[src/rtl/led_refresh_ctrl_pkg.sv]
// led_refresh_ctrl_pkg: converter FSM encoding, score clamp and default divider values
package led_refresh_ctrl_pkg;
  typedef enum logic [1:0] {ST_IDLE, ST_LOAD, ST_WAIT} conv_state_t;
  localparam logic [13:0] SCORE_MAX = 14'd9999;
  localparam int DEF_SCAN_DIV = 100000;
  localparam int DEF_FLASH_DIV = 25000000;
  localparam int DEF_REFRESH_DIV = 5000000;
  localparam int DEF_P2S_GAP = 200;
  localparam int DEF_BCD_LAT = 32;
  function automatic logic [13:0] clamp_score(input logic [13:0] v);
    return v > SCORE_MAX ? SCORE_MAX : v;
  endfunction
endpackage

[src/rtl/tick_gen.sv]
// tick_gen: divide-by-DIV prescaler with synchronous clear and a one-cycle tick
module tick_gen #(
  parameter int DIV = 4
) (
  input  logic clk,
  input  logic rst,
  input  logic clr,
  output logic tick
);
  localparam int W = DIV > 1 ? $clog2(DIV) : 1;
  logic [W-1:0] cnt;
  assign tick = !clr && cnt == W'(DIV - 1);
  always_ff @(posedge clk or negedge rst)
    if (!rst) cnt <= '0;
    else if (clr || tick) cnt <= '0;
    else cnt <= cnt + 1'b1;
endmodule

[src/rtl/led_refresh_ctrl.sv]
// led_refresh_ctrl: digit scan, blink phase, rate-limited panel refresh and score-to-BCD handshake
module led_refresh_ctrl
  import led_refresh_ctrl_pkg::*;
#(
  parameter int SCAN_DIV = DEF_SCAN_DIV,
  parameter int FLASH_DIV = DEF_FLASH_DIV,
  parameter int REFRESH_DIV = DEF_REFRESH_DIV,
  parameter int P2S_GAP = DEF_P2S_GAP,
  parameter int BCD_LAT = DEF_BCD_LAT
) (
  input  logic        clk,
  input  logic        rst,
  input  logic [13:0] score_in,
  input  logic        score_we,
  input  logic        flash_en,
  output logic [13:0] score,
  output logic        new_score,
  output logic        flash,
  output logic        p2s_start,
  output logic [1:0]  scan,
  output logic        busy
);
  localparam int GW = $clog2(P2S_GAP + 1);
  localparam int LW = BCD_LAT > 1 ? $clog2(BCD_LAT) : 1;
  logic scan_tick, flash_tick, ref_tick;
  logic flash_nxt, started, p2s_pend, p2s_pend_n, p2s_fire;
  logic [GW-1:0] gap;
  conv_state_t state, state_n;
  logic [LW-1:0] wcnt;
  logic [13:0] pend_val, wr_val;
  logic pend_flag, accept, consume;
  tick_gen #(.DIV(SCAN_DIV)) u_scan (.clk(clk), .rst(rst), .clr(1'b0), .tick(scan_tick));
  tick_gen #(.DIV(FLASH_DIV)) u_flash (.clk(clk), .rst(rst), .clr(!flash_en), .tick(flash_tick));
  tick_gen #(.DIV(REFRESH_DIV)) u_refresh (.clk(clk), .rst(rst), .clr(1'b0), .tick(ref_tick));
  // a refresh request fires in the same edge the flash change becomes visible
  assign flash_nxt = flash_en && (flash ^ flash_tick);
  assign p2s_pend_n = p2s_pend || !started || ref_tick || (flash_nxt != flash);
  assign p2s_fire = p2s_pend_n && gap == '0;
  always_ff @(posedge clk or negedge rst)
    if (!rst) begin
      scan <= '0;
      flash <= 1'b0;
      started <= 1'b0;
      p2s_pend <= 1'b0;
      p2s_start <= 1'b0;
      gap <= '0;
    end else begin
      scan <= scan + {1'b0, scan_tick};
      flash <= flash_nxt;
      started <= 1'b1;
      p2s_pend <= p2s_pend_n && !p2s_fire;
      p2s_start <= p2s_fire;
      gap <= p2s_fire ? GW'(P2S_GAP - 1) : gap != '0 ? gap - 1'b1 : gap;
    end
  // writes equal to the displayed score are dropped unless they replace a pending value
  assign wr_val = clamp_score(score_in);
  assign accept = score_we && (pend_flag || wr_val != score);
  assign consume = state == ST_IDLE && pend_flag;
  always_comb begin
    busy = state != ST_IDLE;
    state_n = state == ST_IDLE ? (pend_flag ? ST_LOAD : ST_IDLE)
            : state == ST_LOAD ? ST_WAIT
            : wcnt == LW'(BCD_LAT - 1) ? ST_IDLE : ST_WAIT;
  end
  always_ff @(posedge clk or negedge rst)
    if (!rst) begin
      state <= ST_IDLE;
      wcnt <= '0;
      score <= '0;
      new_score <= 1'b0;
      pend_val <= '0;
      pend_flag <= 1'b0;
    end else begin
      state <= state_n;
      wcnt <= state == ST_WAIT ? wcnt + 1'b1 : '0;
      new_score <= consume;
      if (consume) score <= pend_val;
      if (accept) pend_val <= wr_val;
      pend_flag <= accept || (pend_flag && !consume);
    end
endmodule

[config.mk]
export PLATFORM = sky130hd
export DESIGN_NAME = led_refresh_ctrl
export DESIGN_NICKNAME = d
export VERILOG_FILES = /design/src/rtl/led_refresh_ctrl_pkg.sv /design/src/rtl/tick_gen.sv /design/src/rtl/led_refresh_ctrl.sv
export SDC_FILE = /design/constraint.sdc
export NUM_CORES = 1
export LEC_CHECK = 0
export BUFFER_PORTS_ARGS = -buffer_cell sky130_fd_sc_hd__buf_4
export CAP_MARGIN = 20
export CORE_MARGIN = 1.5
export CORE_UTILIZATION = 25
export DETAILED_ROUTE_END_ITERATION = 16
export HOLD_SLACK_MARGIN = 0.15
export PLACE_DENSITY = 0.44
export SYNTH_ARGS = -nofsm -noshare
export SYNTH_HDL_FRONTEND = slang
export SYNTH_SLANG_ARGS = --single-unit
[constraint.sdc]
create_clock -name clk -period 2.6 [get_ports clk]
set_input_delay 0.52 -clock clk [delete_from_list [all_inputs] [get_ports clk]]
set_output_delay 0.52 -clock clk [all_outputs]
set_load 0.01 [all_outputs]
==> results.md, run 1 <==
- Result of the run: complete, no violations
- Ranking of synthesized cells by area: sky130_fd_sc_hd__dfrtp_1, sky130_fd_sc_hd__xor2_1, sky130_fd_sc_hd__nor2_1, sky130_fd_sc_hd__xnor2_1, sky130_fd_sc_hd__nand3_1
- Vias after detailed routing: 3756
- Initial drt markers: 134
- Crit end category: flip-flop
- Share of the synthesized area in the top cell type: 53.5%
- Unique masters post-synth: 52
- Post-Syn Instances: 505
- Congestion Overflow GR: 0
- Number of search-and-repair iterations in the first detailed-routing pass: 4
- Number of buffers and inverters on the critical path: 1
- Average wire per cell in the routed design: 12.4 microns
- Post-DP HPWL: 7420 microns
- Proportion of synthesized flip-flops having asynchronous set or reset: 100%
- Max-slew violation count: 0
- Fin area: 6690 sq um
- Row Count: 53
- Number of antenna violations at the first check in global routing: 0
- Maximum achievable frequency: 450 MHz
- Max incr delay on CP: 0.43 ns
- Startpoint kind of the worst setup timing path: flip-flop
- Growth of design area from synthesis to finish: 24.4%
- Clock Skew: 0.00752 ns
- Via density per instance: 4.40
- Drc violations: 0
- Cell type with the highest aggregate area in the netlist: sky130_fd_sc_hd__dfrtp_1
- Max Cap Violations: 0
- Relative slew margins: 60.5%
- Worst Tran Pin Value: 0.585 ns
- Worst endpoint required time: 2.89 ns
- Number of enable flip-flop cells after synthesis: 0
- Peak supply drop: 0.420 mV
- Routed wire length: 10600 microns
- Final worst path period need: 2.22 ns
- CTS tree: yes
- Clock input transition at the sequential cells of the worst setup and hold paths: 0.05 ns
- Netlist Area Pre-Place: 5380 sq um
- Static leakage: 3.03 nW
- Arrival time reported for the critical path endpoint: 2.51 ns
- Setup repair after global routing missed its margin: no
- Final RePlAce weighted congestion: 0.780
- Seq/Total Area, Yosys: 53.5%
- Width of the chip: 150 microns
- Top delay family on crit path: multiplexers
- Skew-Pair Late Insertion Delay: 0.41 ns
- Initial standard-cell utilization of the core: 25.5%
- ANT nets after route: 0
- Share of post-route cells with drive strength above 1: 18.8%
- CP cell instances: xor2_1 > mux2_4 > a2111oi_4 > nand4_1 > o21ai_4 > buf_12 > mux2_2
- Final setup violation count: 0
- Hold buffer count at CTS: 1
- Number of nets in the synthesized netlist: 530
- Global-route wire length before repair: 18600 microns
- Number of global-route vias before repair: 3869
- Total chip power: 0.00475 W
- Prevailing post-synth register cell: sky130_fd_sc_hd__dfrtp_1
- Overall Global Routing Usage: 10.5%
- Instance area after placement: 6090 sq um
- Aggregate negative setup slack: 0 ns
- Final layout net count: 592
- Number of gates resized after cts: 0
- Tightest Hold Check Type: in2reg
- Final worst-path cycle share: 85.4%
- Die Span Y: 150 microns
- Number of I/O port buffers: 37
- Fin. Hold Viols: 0
- Yosys warns: 0
- Post-CTS Setup Inserts: 0
- CTS sink count: 115
- Cell at the slowest stage of the critical path: sky130_fd_sc_hd__dfrtp_1
- CP Class: reg2reg
- Crit path max fanout: 15
- Post-Synthesis Mean Instance Area: 10.6 sq um
- Count of inserted antenna diode cells: 0
- Total clock buffers created by CTS: 17
- Maximum number of pins on one net before global-route repair: 51
- Maximum buffer depth of the clock tree: 2
- Power per standard cell area: 710 nW/um^2
- Die Outline Area: 22400 sq um
- #FFs+latches synth: 115
- Clock Tree Root: sky130_fd_sc_hd__clkbuf_16
- Top-level I/O count: 38
- Total core area: 21100 sq um
- H-tree depth: 4
## per-stage QoR
step | worst slack, ns | instances | hold WS (ns) | util [%]
after CTS | 0.363 | 854 | 0.345 | 31.7
after global routing | 0.309 | 854 | 0.355 | 31.7
after global placement | 0.0862 | 822 | 0.413 | 28.9
after floorplan | 0.285 | 505 | 0.224 | -
after detailed placement | 0.0642 | 822 | 0.415 | 28.9
final | 0.380 | 854 | 0.366 | 31.7
## routing by layer
metal	share of wire (%)	vias up	global-route usage [%]
li1	-	1865	-
met1	50	1827	14.0
met2	45	54	15.8
met3	4.2	10	3.63
met4	0.87	0	3.58
met5	0	-	0
## worst paths after layout
check                      startpoint        endpoint  slack, ns  cells past startpoint
max                          score[9]    pend_val[13]       0.38                      7
min                          flash_en  u_flash.cnt[4]       0.37                      2
max reg2reg                  score[9]    pend_val[13]       0.38                      7
min reg2reg                   wcnt[0]         wcnt[0]       0.46                      1
max in group asynchronous         rst   u_scan.cnt[1]       1.48                      3
min in group asynchronous         rst        state[1]       0.52                      2
## kinds of logic after synthesis
kind of cell,synth area share (%)
AOI/OAI and AO/OA,5.79
muxes,5.28
other,0.0697
adders and majority gates,1.63
buffers and inverters,2.61
DFF,53.5
xor gates and xnor gates,10.7
and+or+nand+nor,20.4
## layout make-up
class / instances / area [sq um]
fill: 2203 / 14400
timing repair buffer: 53 / 425
inverter: 24 / 90.1
multi-input combinational: 356 / 2360
clock buffer: 20 / 457
tap: 275 / 344
sequential: 115 / 2880
clock inverter: 11 / 135
## state kept, by name, indices dropped and copies added (netlist names), 2 cells and up
| signal | flops |
|---|---|
| wcnt | 5 |
| state | 2 |
| u_flash.cnt | 25 |
| gap | 8 |
| u_scan.cnt | 17 |
| scan | 2 |
| u_refresh.cnt | 23 |
| score | 14 |
| pend_val | 14 |
## Yosys cell counts (3+ instances only)
master / number
sky130_fd_sc_hd__a211oi_1: 3
sky130_fd_sc_hd__a21oi_1: 7
sky130_fd_sc_hd__and2_1: 6
sky130_fd_sc_hd__and3_1: 18
sky130_fd_sc_hd__and4_1: 4
sky130_fd_sc_hd__clkbuf_1: 7
sky130_fd_sc_hd__dfrtp_1: 115
sky130_fd_sc_hd__ha_1: 7
sky130_fd_sc_hd__inv_1: 24
sky130_fd_sc_hd__mux2_2: 13
sky130_fd_sc_hd__mux2_4: 3
sky130_fd_sc_hd__mux2i_1: 7
sky130_fd_sc_hd__nand2_1: 29
sky130_fd_sc_hd__nand2b_1: 6
sky130_fd_sc_hd__nand3_1: 30
sky130_fd_sc_hd__nand4_1: 14
sky130_fd_sc_hd__nor2_1: 68
sky130_fd_sc_hd__nor2b_1: 5
sky130_fd_sc_hd__nor3_1: 11
sky130_fd_sc_hd__nor4b_1: 4
sky130_fd_sc_hd__o21ai_0: 9
sky130_fd_sc_hd__o22ai_1: 4
sky130_fd_sc_hd__or2_2: 3
sky130_fd_sc_hd__or3_1: 7
sky130_fd_sc_hd__xnor2_1: 27
sky130_fd_sc_hd__xor2_1: 39
## worst register-to-register path: cells and delay by family (launching register included)
kind	cells	cell delay [ns]
AO/OA/AOI/OAI	2	0.52
flip-flops	1	0.43
AND/OR/NAND/NOR	1	0.19
XOR/XNOR	1	0.17
buffers and inverters	1	0.18
multiplexers	2	0.62
## where the power goes
| group | total (W) | leakage, nW | switching [W] | internal, W |
|---|---|---|---|---|
| sequential | 0.00201 | 1.46 | 0.0000953 | 0.00191 |
| clock | 0.00234 | 0.291 | 0.000799 | 0.00154 |
| combinational | 0.000404 | 1.28 | 0.000208 | 0.000195 |
| total | 0.00475 | 3.03 | 0.00110 | 0.00365 |
## cells in the final DEF, fill, tap and decap left out, drive strengths merged, types with 2 or more instances in the layout
cell type,n
o211ai,2
a21oi,7
o21a,2
or2,3
xnor2,27
and2,6
mux2i,7
and3,18
bufinv,3
a31oi,2
nor3,11
nand4,15
nor2,68
nor4b,4
a211o,2
mux2,18
o21ai,13
xor2,39
o22ai,4
nor4,4
ha,7
or3,7
buf,52
inv,24
and4,4
dfrtp,115
nand2,29
nand3,30
nand2b,6
clkbuf,20
a22oi,2
clkinvlp,2
clkinv,6
nor2b,5
a211oi,3
No activity file was read; power rests on OpenSTA's default activity.
==> run 2, diff against run 1 <==
Settings changed: ABC_AREA set to 0, CORE_ASPECT_RATIO set to 0.75, PLACE_DENSITY 0.44 to 0.5.
==> run 2 against run 1 <==
Sequential share of layout area is essentially flat. Combinational power is essentially flat. Clock power is essentially flat. Maximum frequency is essentially flat. Sequential cell count is the same. Utilization is essentially flat. Clock skew grew 0.0052 ns. Die area is essentially flat. Highest routed layer unchanged.
==> results.md, run 2 (same netlist as run 1, synthesis figures left out) <==
- Result of the run: complete, no violations (unchanged)
- Amount of wire on met2 after detailed routing: 4810 microns (was 4710 microns)
- Growth of design area from synthesis to finish: 24.4% (about the same)
- Hold buffer count at CTS: 0 (was 1)
- Startpoint kind of the worst setup timing path: flip-flop (unchanged)
- Aggregate negative setup slack: 0 ns (unchanged)
- Number of gates resized after cts: 0 (unchanged)
- Total core area: 21100 sq um (about the same)
- Final worst path period need: 2.22 ns (about the same)
- Vias after detailed routing: 3766 (was 3756)
- Fin util: 31.7% (about the same)
- Initial drt markers: 183 (was 134)
- CTS tree: yes (unchanged)
- Setup repair after global routing missed its margin: no (unchanged)
- Count of inserted antenna diode cells: 0 (unchanged)
- Routed wire length: 10700 microns (was 10600 microns)
- Arrival time reported for the critical path endpoint: 2.51 ns (about the same)
- Maximum number of pins on one net before global-route repair: 56 (was 51)
- H-tree depth: 4 (unchanged)
- Number of search-and-repair iterations in the first detailed-routing pass: 5 (was 4)
- Relative slew margins: 51.1% (was 60.5%)
- Tightest Hold Check Type: in2async (was in2reg)
- Crit path max fanout: 8 (was 15)
- Crit Reg-Reg Startpoint: score[9] (unchanged)
- CP Class: reg2reg (unchanged)
- Maximum achievable frequency: 451 MHz (was 450 MHz)
- Number of global-route vias before repair: 3933 (was 3869)
- Uppermost layer routed: met4 (unchanged)
- Power per standard cell area: 715 nW/um^2 (was 710 nW/um^2)
- Clock input transition at the sequential cells of the worst setup and hold paths: 0.06 ns (was 0.05 ns)
- Final layout net count: 589 (was 592)
- Crit path launch: score[9] (unchanged)
- Least setup slack across all paths after layout: 0.382 ns (was 0.380 ns)
- Top-level I/O count: 38 (unchanged)
- Commonest cells after routing, fill and taps aside: sky130_fd_sc_hd__dfrtp_1, sky130_fd_sc_hd__nor2_1, sky130_fd_sc_hd__buf_4 (unchanged)
- Internal: 0.00364 W (was 0.00365 W)
- Die Span Y: 130 microns (was 150 microns)
- Setup slack on the worst flop-to-flop path: 0.38 ns (about the same)
- Register bank with the most flops: u_flash.cnt (unchanged)
- Worst endpoint required time: 2.90 ns (was 2.89 ns)
- Number of antenna violations at the first check in global routing: 0 (unchanged)
- Initial standard-cell utilization of the core: 25.5% (about the same)
- Via density per instance: 4.35 (was 4.40)
- Final setup violation count: 0 (unchanged)
- Row Count: 46 (was 53)
- Worst Tran Pin Value: 0.733 ns (was 0.585 ns)
- Post-CTS Setup Inserts: 0 (unchanged)
- Relative contribution of the clock network to total power: 49.4% (was 49.2%)
- Reported net switching power: 0.00115 W (was 0.00110 W)
- Wire length on met1: 5470 microns (was 5330 microns)
- Maximum buffer depth of the clock tree: 2 (unchanged)
- Peak supply drop: 0.403 mV (was 0.420 mV)
- Most common library cell in the layout ignoring fill and taps: sky130_fd_sc_hd__dfrtp_1 (unchanged)
- Overall Global Routing Usage: 10.6% (was 10.5%)
- Global-route wire length before repair: 18800 microns (was 18600 microns)
- Skew-Pair Late Insertion Delay: 0.41 ns (about the same)
- Power share of the sequential group: 42.1% (was 42.3%)
- Width of the chip: 172 microns (was 150 microns)
- Reg2reg path depth: 7 (unchanged)
- Share of post-route cells with drive strength above 1: 18.7% (was 18.8%)
- Post-DP HPWL: 7460 microns (was 7420 microns)
- Flip-flop count of the largest register after layout: 25 (unchanged)
- Final RePlAce weighted congestion: 0.819 (was 0.780)
- Drc violations: 0 (unchanged)
- Max-slew violation count: 0 (unchanged)
- Static leakage: 3.02 nW (was 3.03 nW)
- Clock Tree Root: sky130_fd_sc_hd__clkbuf_16 (unchanged)
- CTS sink count: 115 (unchanged)
- Comb power frac: 8.5% (about the same)
- Max Cap Violations: 0 (unchanged)
- Worst reg2reg path endpoint: pend_val[2] (was pend_val[13])
- Final worst-path cycle share: 85.3% (was 85.4%)
- Clock Skew: 0.0128 ns (was 0.00752 ns)
- Top flop regs: u_flash.cnt x25, u_refresh.cnt x23, u_scan.cnt x17 (unchanged)
- Total clock buffers created by CTS: 17 (unchanged)
- Die Outline Area: 22400 sq um (about the same)
- Fin. Hold Viols: 0 (unchanged)
- Crit end category: flip-flop (unchanged)
- ANT nets after route: 0 (unchanged)
- Dpl ws: 0.0424 ns (was 0.0642 ns)
- Average wire per cell in the routed design: 12.3 microns (was 12.4 microns)
- Number of I/O port buffers: 37 (unchanged)
- Detailed-routed wire length on met3: 285 microns (was 448 microns)
- Congestion Overflow GR: 0 (unchanged)
- Total chip power: 0.00478 W (was 0.00475 W)
- Share of total power consumed by net switching: 24.0% (was 23.2%)
[run 2: cell types whose count changed in the layout (fill, tap and decap cells not counted)]
cell,delta
sky130_fd_sc_hd__inv_6,+1
sky130_fd_sc_hd__clkbuf_8,-1
sky130_fd_sc_hd__buf_4,-2
sky130_fd_sc_hd__dlygate4sd3_1,-1
sky130_fd_sc_hd__clkinv_4,+2
sky130_fd_sc_hd__clkinv_2,-2
sky130_fd_sc_hd__clkinvlp_4,+1
[run 2: per-layer routing]
metal | track usage (%) | vias up
li1 | - | 1850
met1 | 14.3 | 1855
met2 | 16.0 | 53
met3 | 3.37 | 8
met4 | 4.09 | 0
met5 | 0 | -
[run 2: cell type report]
class,instances,area (sq um)
multi-input combinational,356,2360
clock buffer,19,443
sequential,115,2880
clock inverter,13,159
inverter,24,90.1
fill,2164,14400
tap,288,360
timing repair buffer,50,400
[run 2: metrics by stage]
step | instance area [sq um] | hold WS [ns] | std cells
final | 6690 | 0.161 | 865
after global routing | 6690 | 0.215 | 865
after CTS | 6690 | 0.192 | 865
after detailed placement | 6090 | 0.455 | 833
after global placement | 6090 | 0.446 | 833
after floorplan | 5380 | 0.224 | 505
[run 2: worst max-delay path: stages, from the launching register on]
cell and delay, ns:
sky130_fd_sc_hd__dfrtp_1 0.44, sky130_fd_sc_hd__xor2_1 0.17, sky130_fd_sc_hd__mux2_4 0.28, sky130_fd_sc_hd__a2111oi_4 0.31, sky130_fd_sc_hd__nand4_1 0.19, sky130_fd_sc_hd__o21ai_4 0.18, sky130_fd_sc_hd__buf_4 0.20, sky130_fd_sc_hd__mux2_2 0.34
[run 2: worst max-delay path by stage]
stage / endpoint / slack (ns) / cells past startpoint
after detailed placement: pend_val[2] / 0.04 / 8
after CTS: pend_val[2] / 0.38 / 7
after global routing: pend_val[13] / 0.25 / 7
after global placement: pend_val[1] / 0.08 / 8
after floorplan: pend_val[11] / 0.29 / 7
final: pend_val[2] / 0.38 / 7
[run 2: power groups by stage]
| stage | registers (W) | clock network (W) | logic (W) |
|---|---|---|---|
| after global routing | 0.00203 | 0.00253 | 0.000464 |
| final | 0.00201 | 0.00236 | 0.000407 |
| after CTS | 0.00201 | 0.00244 | 0.000415 |
| after floorplan | 0.00202 | 0 | 0.000240 |
| after global placement | 0.00204 | 0 | 0.000403 |
| after detailed placement | 0.00204 | 0 | 0.000414 |
==> run 3, diff against run 2 <==
Settings changed: BUFFER_PORTS_ARGS -buffer_cell sky130_fd_sc_hd__buf_4 to not set, DONT_BUFFER_PORTS set to 1, PLACE_DENSITY 0.5 to 0.48, RECOVER_POWER set to 25.
==> run 3 against run 2 <==
The flow now finishes with violations (hold timing). Sequential cell count unchanged. Cell count down 4.5%. Via count down 3.8%. Combinational power down 30%. Utilization down 1.4 points. Routed wire length up 1.3%. Critical path depth down 1. Critical endpoint is now pend_val[1].
==> results.md, run 3 (same netlist as run 1, synthesis figures left out) <==
- Number of global-route vias before repair: 3609 (was 3933)
- Global-route wire length before repair: 18100 microns (was 18800 microns)
- Final layout net count: 550 (was 589)
- Top-level I/O count: 38 (unchanged)
- CP Class: reg2reg (unchanged)
- Number of I/O port buffers: 0 (was 37)
- Static leakage: 2.84 nW (was 3.02 nW)
- Die Span Y: 130 microns (unchanged)
- Commonest cells after routing, fill and taps aside: sky130_fd_sc_hd__dfrtp_1, sky130_fd_sc_hd__nor2_1, sky130_fd_sc_hd__xor2_1 (was sky130_fd_sc_hd__dfrtp_1, sky130_fd_sc_hd__nor2_1, sky130_fd_sc_hd__buf_4)
- Power per standard cell area: 743 nW/um^2 (was 715 nW/um^2)
- Uppermost layer routed: met4 (unchanged)
- Total clock buffers created by CTS: 17 (unchanged)
- Final worst path period need: 2.32 ns (was 2.22 ns)
- Maximum number of pins on one net before global-route repair: 116 (was 56)
- Relative contribution of the clock network to total power: 51.3% (was 49.4%)
- Amount of wire on met2 after detailed routing: 4670 microns (was 4810 microns)
- Skew-Pair Late Insertion Delay: 0.41 ns (about the same)
- Width of the chip: 172 microns (unchanged)
- Worst Tran Pin Value: 0.661 ns (was 0.733 ns)
- Die Outline Area: 22400 sq um (unchanged)
- Internal: 0.00370 W (was 0.00364 W)
- Number of search-and-repair iterations in the first detailed-routing pass: 4 (was 5)
- Drc violations: 0 (unchanged)
- Congestion Overflow GR: 0 (unchanged)
- H-tree depth: 4 (unchanged)
- Clock input transition at the sequential cells of the worst setup and hold paths: 0.05 ns (was 0.06 ns)
- Final RePlAce weighted congestion: 0.784 (was 0.819)
- Placed Cells: 794 (was 833)
- Overall Global Routing Usage: 10.5% (was 10.6%)
- Fin. Hold Viols: 115 (was 0)
- Worst endpoint required time: 2.90 ns (about the same)
- Count of inserted antenna diode cells: 0 (unchanged)
- Share of post-route cells with drive strength above 1: 12.6% (was 18.7%)
- Clock Tree Root: sky130_fd_sc_hd__clkbuf_16 (unchanged)
- Number of antenna violations at the first check in global routing: 0 (unchanged)
- Max-slew violation count: 0 (unchanged)
- ANT nets after route: 0 (unchanged)
- Post-CTS Setup Inserts: 0 (unchanged)
- Wire length on met1: 5510 microns (was 5470 microns)
- Fin util: 30.2% (was 31.7%)
- Most common library cell in the layout ignoring fill and taps: sky130_fd_sc_hd__dfrtp_1 (unchanged)
- Maximum achievable frequency: 431 MHz (was 451 MHz)
- Crit end category: flip-flop (unchanged)
- Initial drt markers: 279 (was 183)
- Average wire per cell in the routed design: 13.1 microns (was 12.3 microns)
- Peak supply drop: 0.511 mV (was 0.403 mV)
- Post-DP HPWL: 7410 microns (was 7460 microns)
- Aggregate negative setup slack: 0 ns (unchanged)
- Power share of the sequential group: 42.7% (was 42.1%)
- CTS tree: yes (unchanged)
- Relative slew margins: 55.3% (was 51.1%)
- Via density per instance: 4.39 (was 4.35)
- Dpl ws: 0.129 ns (was 0.0424 ns)
- Final setup violation count: 0 (unchanged)
- Maximum buffer depth of the clock tree: 2 (unchanged)
- Clock Skew: 0.00449 ns (was 0.0128 ns)
- Growth of design area from synthesis to finish: 18.8% (was 24.4%)
- Result of the run: finished with violations (was complete, no violations)
- Number of gates resized after cts: 0 (unchanged)
- Worst Hold Slack: -0.200 ns (was 0.161 ns)
- Flip-flop count of the largest register after layout: 25 (unchanged)
- Register bank with the most flops: u_flash.cnt (unchanged)
- Tightest Hold Check Type: in2async (unchanged)
- Crit path max fanout: 10 (was 8)
- Comb power frac: 6.0% (was 8.5%)
- Violations in the final reports: hold timing
- CTS sink count: 115 (unchanged)
- Total core area: 21100 sq um (unchanged)
- Vias after detailed routing: 3623 (was 3766)
- Share of total power consumed by net switching: 22.2% (was 24.0%)
- Reported net switching power: 0.00105 W (was 0.00115 W)
- Number of non-filler instances in the completed layout: 826 (was 865)
- Routed wire length: 10800 microns (was 10700 microns)
- Setup repair after global routing missed its margin: no (unchanged)
- Startpoint kind of the worst setup timing path: flip-flop (unchanged)
- Row Count: 46 (unchanged)
- Final worst-path cycle share: 89.2% (was 85.3%)
- Top flop regs: u_flash.cnt x25, u_refresh.cnt x23, u_scan.cnt x17 (unchanged)
- Arrival time reported for the critical path endpoint: 2.62 ns (was 2.51 ns)
- Detailed-routed wire length on met3: 554 microns (was 285 microns)
- Least setup slack across all paths after layout: 0.281 ns (was 0.382 ns)
- Initial standard-cell utilization of the core: 25.5% (unchanged)
- Max Cap Violations: 0 (unchanged)
==> run 3: area by class of cell <==
type	count	area [sq um]
inverters	24	90.1
flip-flops and latches	115	2880
fillers	2136	14700
multi-input cells	356	2360
clock inverters	11	158
repair buffers	11	82.6
well taps	288	360
clock buffers	21	460
==> run 3: routing by layer <==
layer	vias to the layer above	global-route usage (%)
met4	0	3.12
met3	4	4.97
met5	-	0
li1	1784	-
met2	60	14.9
met1	1775	14.2
==> run 3: path summary, 6_finish.rpt <==
kind | start | endpoint | slack [ns] | depth (start not counted)
max in group asynchronous | rst | gap[7] | 2.58 | 0
min in group clk | flash_en | u_flash.cnt[4] | 0.23 | 1
min reg2reg | gap[5] | gap[5] | 0.46 | 1
max reg2reg | score[9] | pend_val[1] | 0.28 | 6
max | score[9] | pend_val[1] | 0.28 | 6
min | rst | u_scan.cnt[14] | -0.20 | 0
==> run 3: per-stage QoR <==
stage          area, sq um  total power, W
3_5_place_dp          5770         0.00235
6_report              6390         0.00475
3_3_place_gp          5770         0.00233
4_1_cts               6390         0.00482
2_1_floorplan         5380         0.00226
5_1_grt               6390         0.00497
==> run 3: critical path: stages, from the launching register on <==
cell                        delay, ns
sky130_fd_sc_hd__dfrtp_1         0.46
sky130_fd_sc_hd__xor2_1          0.17
sky130_fd_sc_hd__mux2_4          0.28
sky130_fd_sc_hd__a2111oi_4       0.32
sky130_fd_sc_hd__nand4_1         0.19
sky130_fd_sc_hd__o21ai_4         0.41
sky130_fd_sc_hd__mux2_2          0.38
==> run 3: power groups by stage <==
stage               combinational (W)  clock, W  sequential, W
finish                       0.000286   0.00243        0.00203
global route                 0.000323   0.00260        0.00205
CTS                          0.000290   0.00250        0.00203
detailed placement           0.000289         0        0.00206
global placement             0.000275         0        0.00205
floorplan                    0.000240         0        0.00202
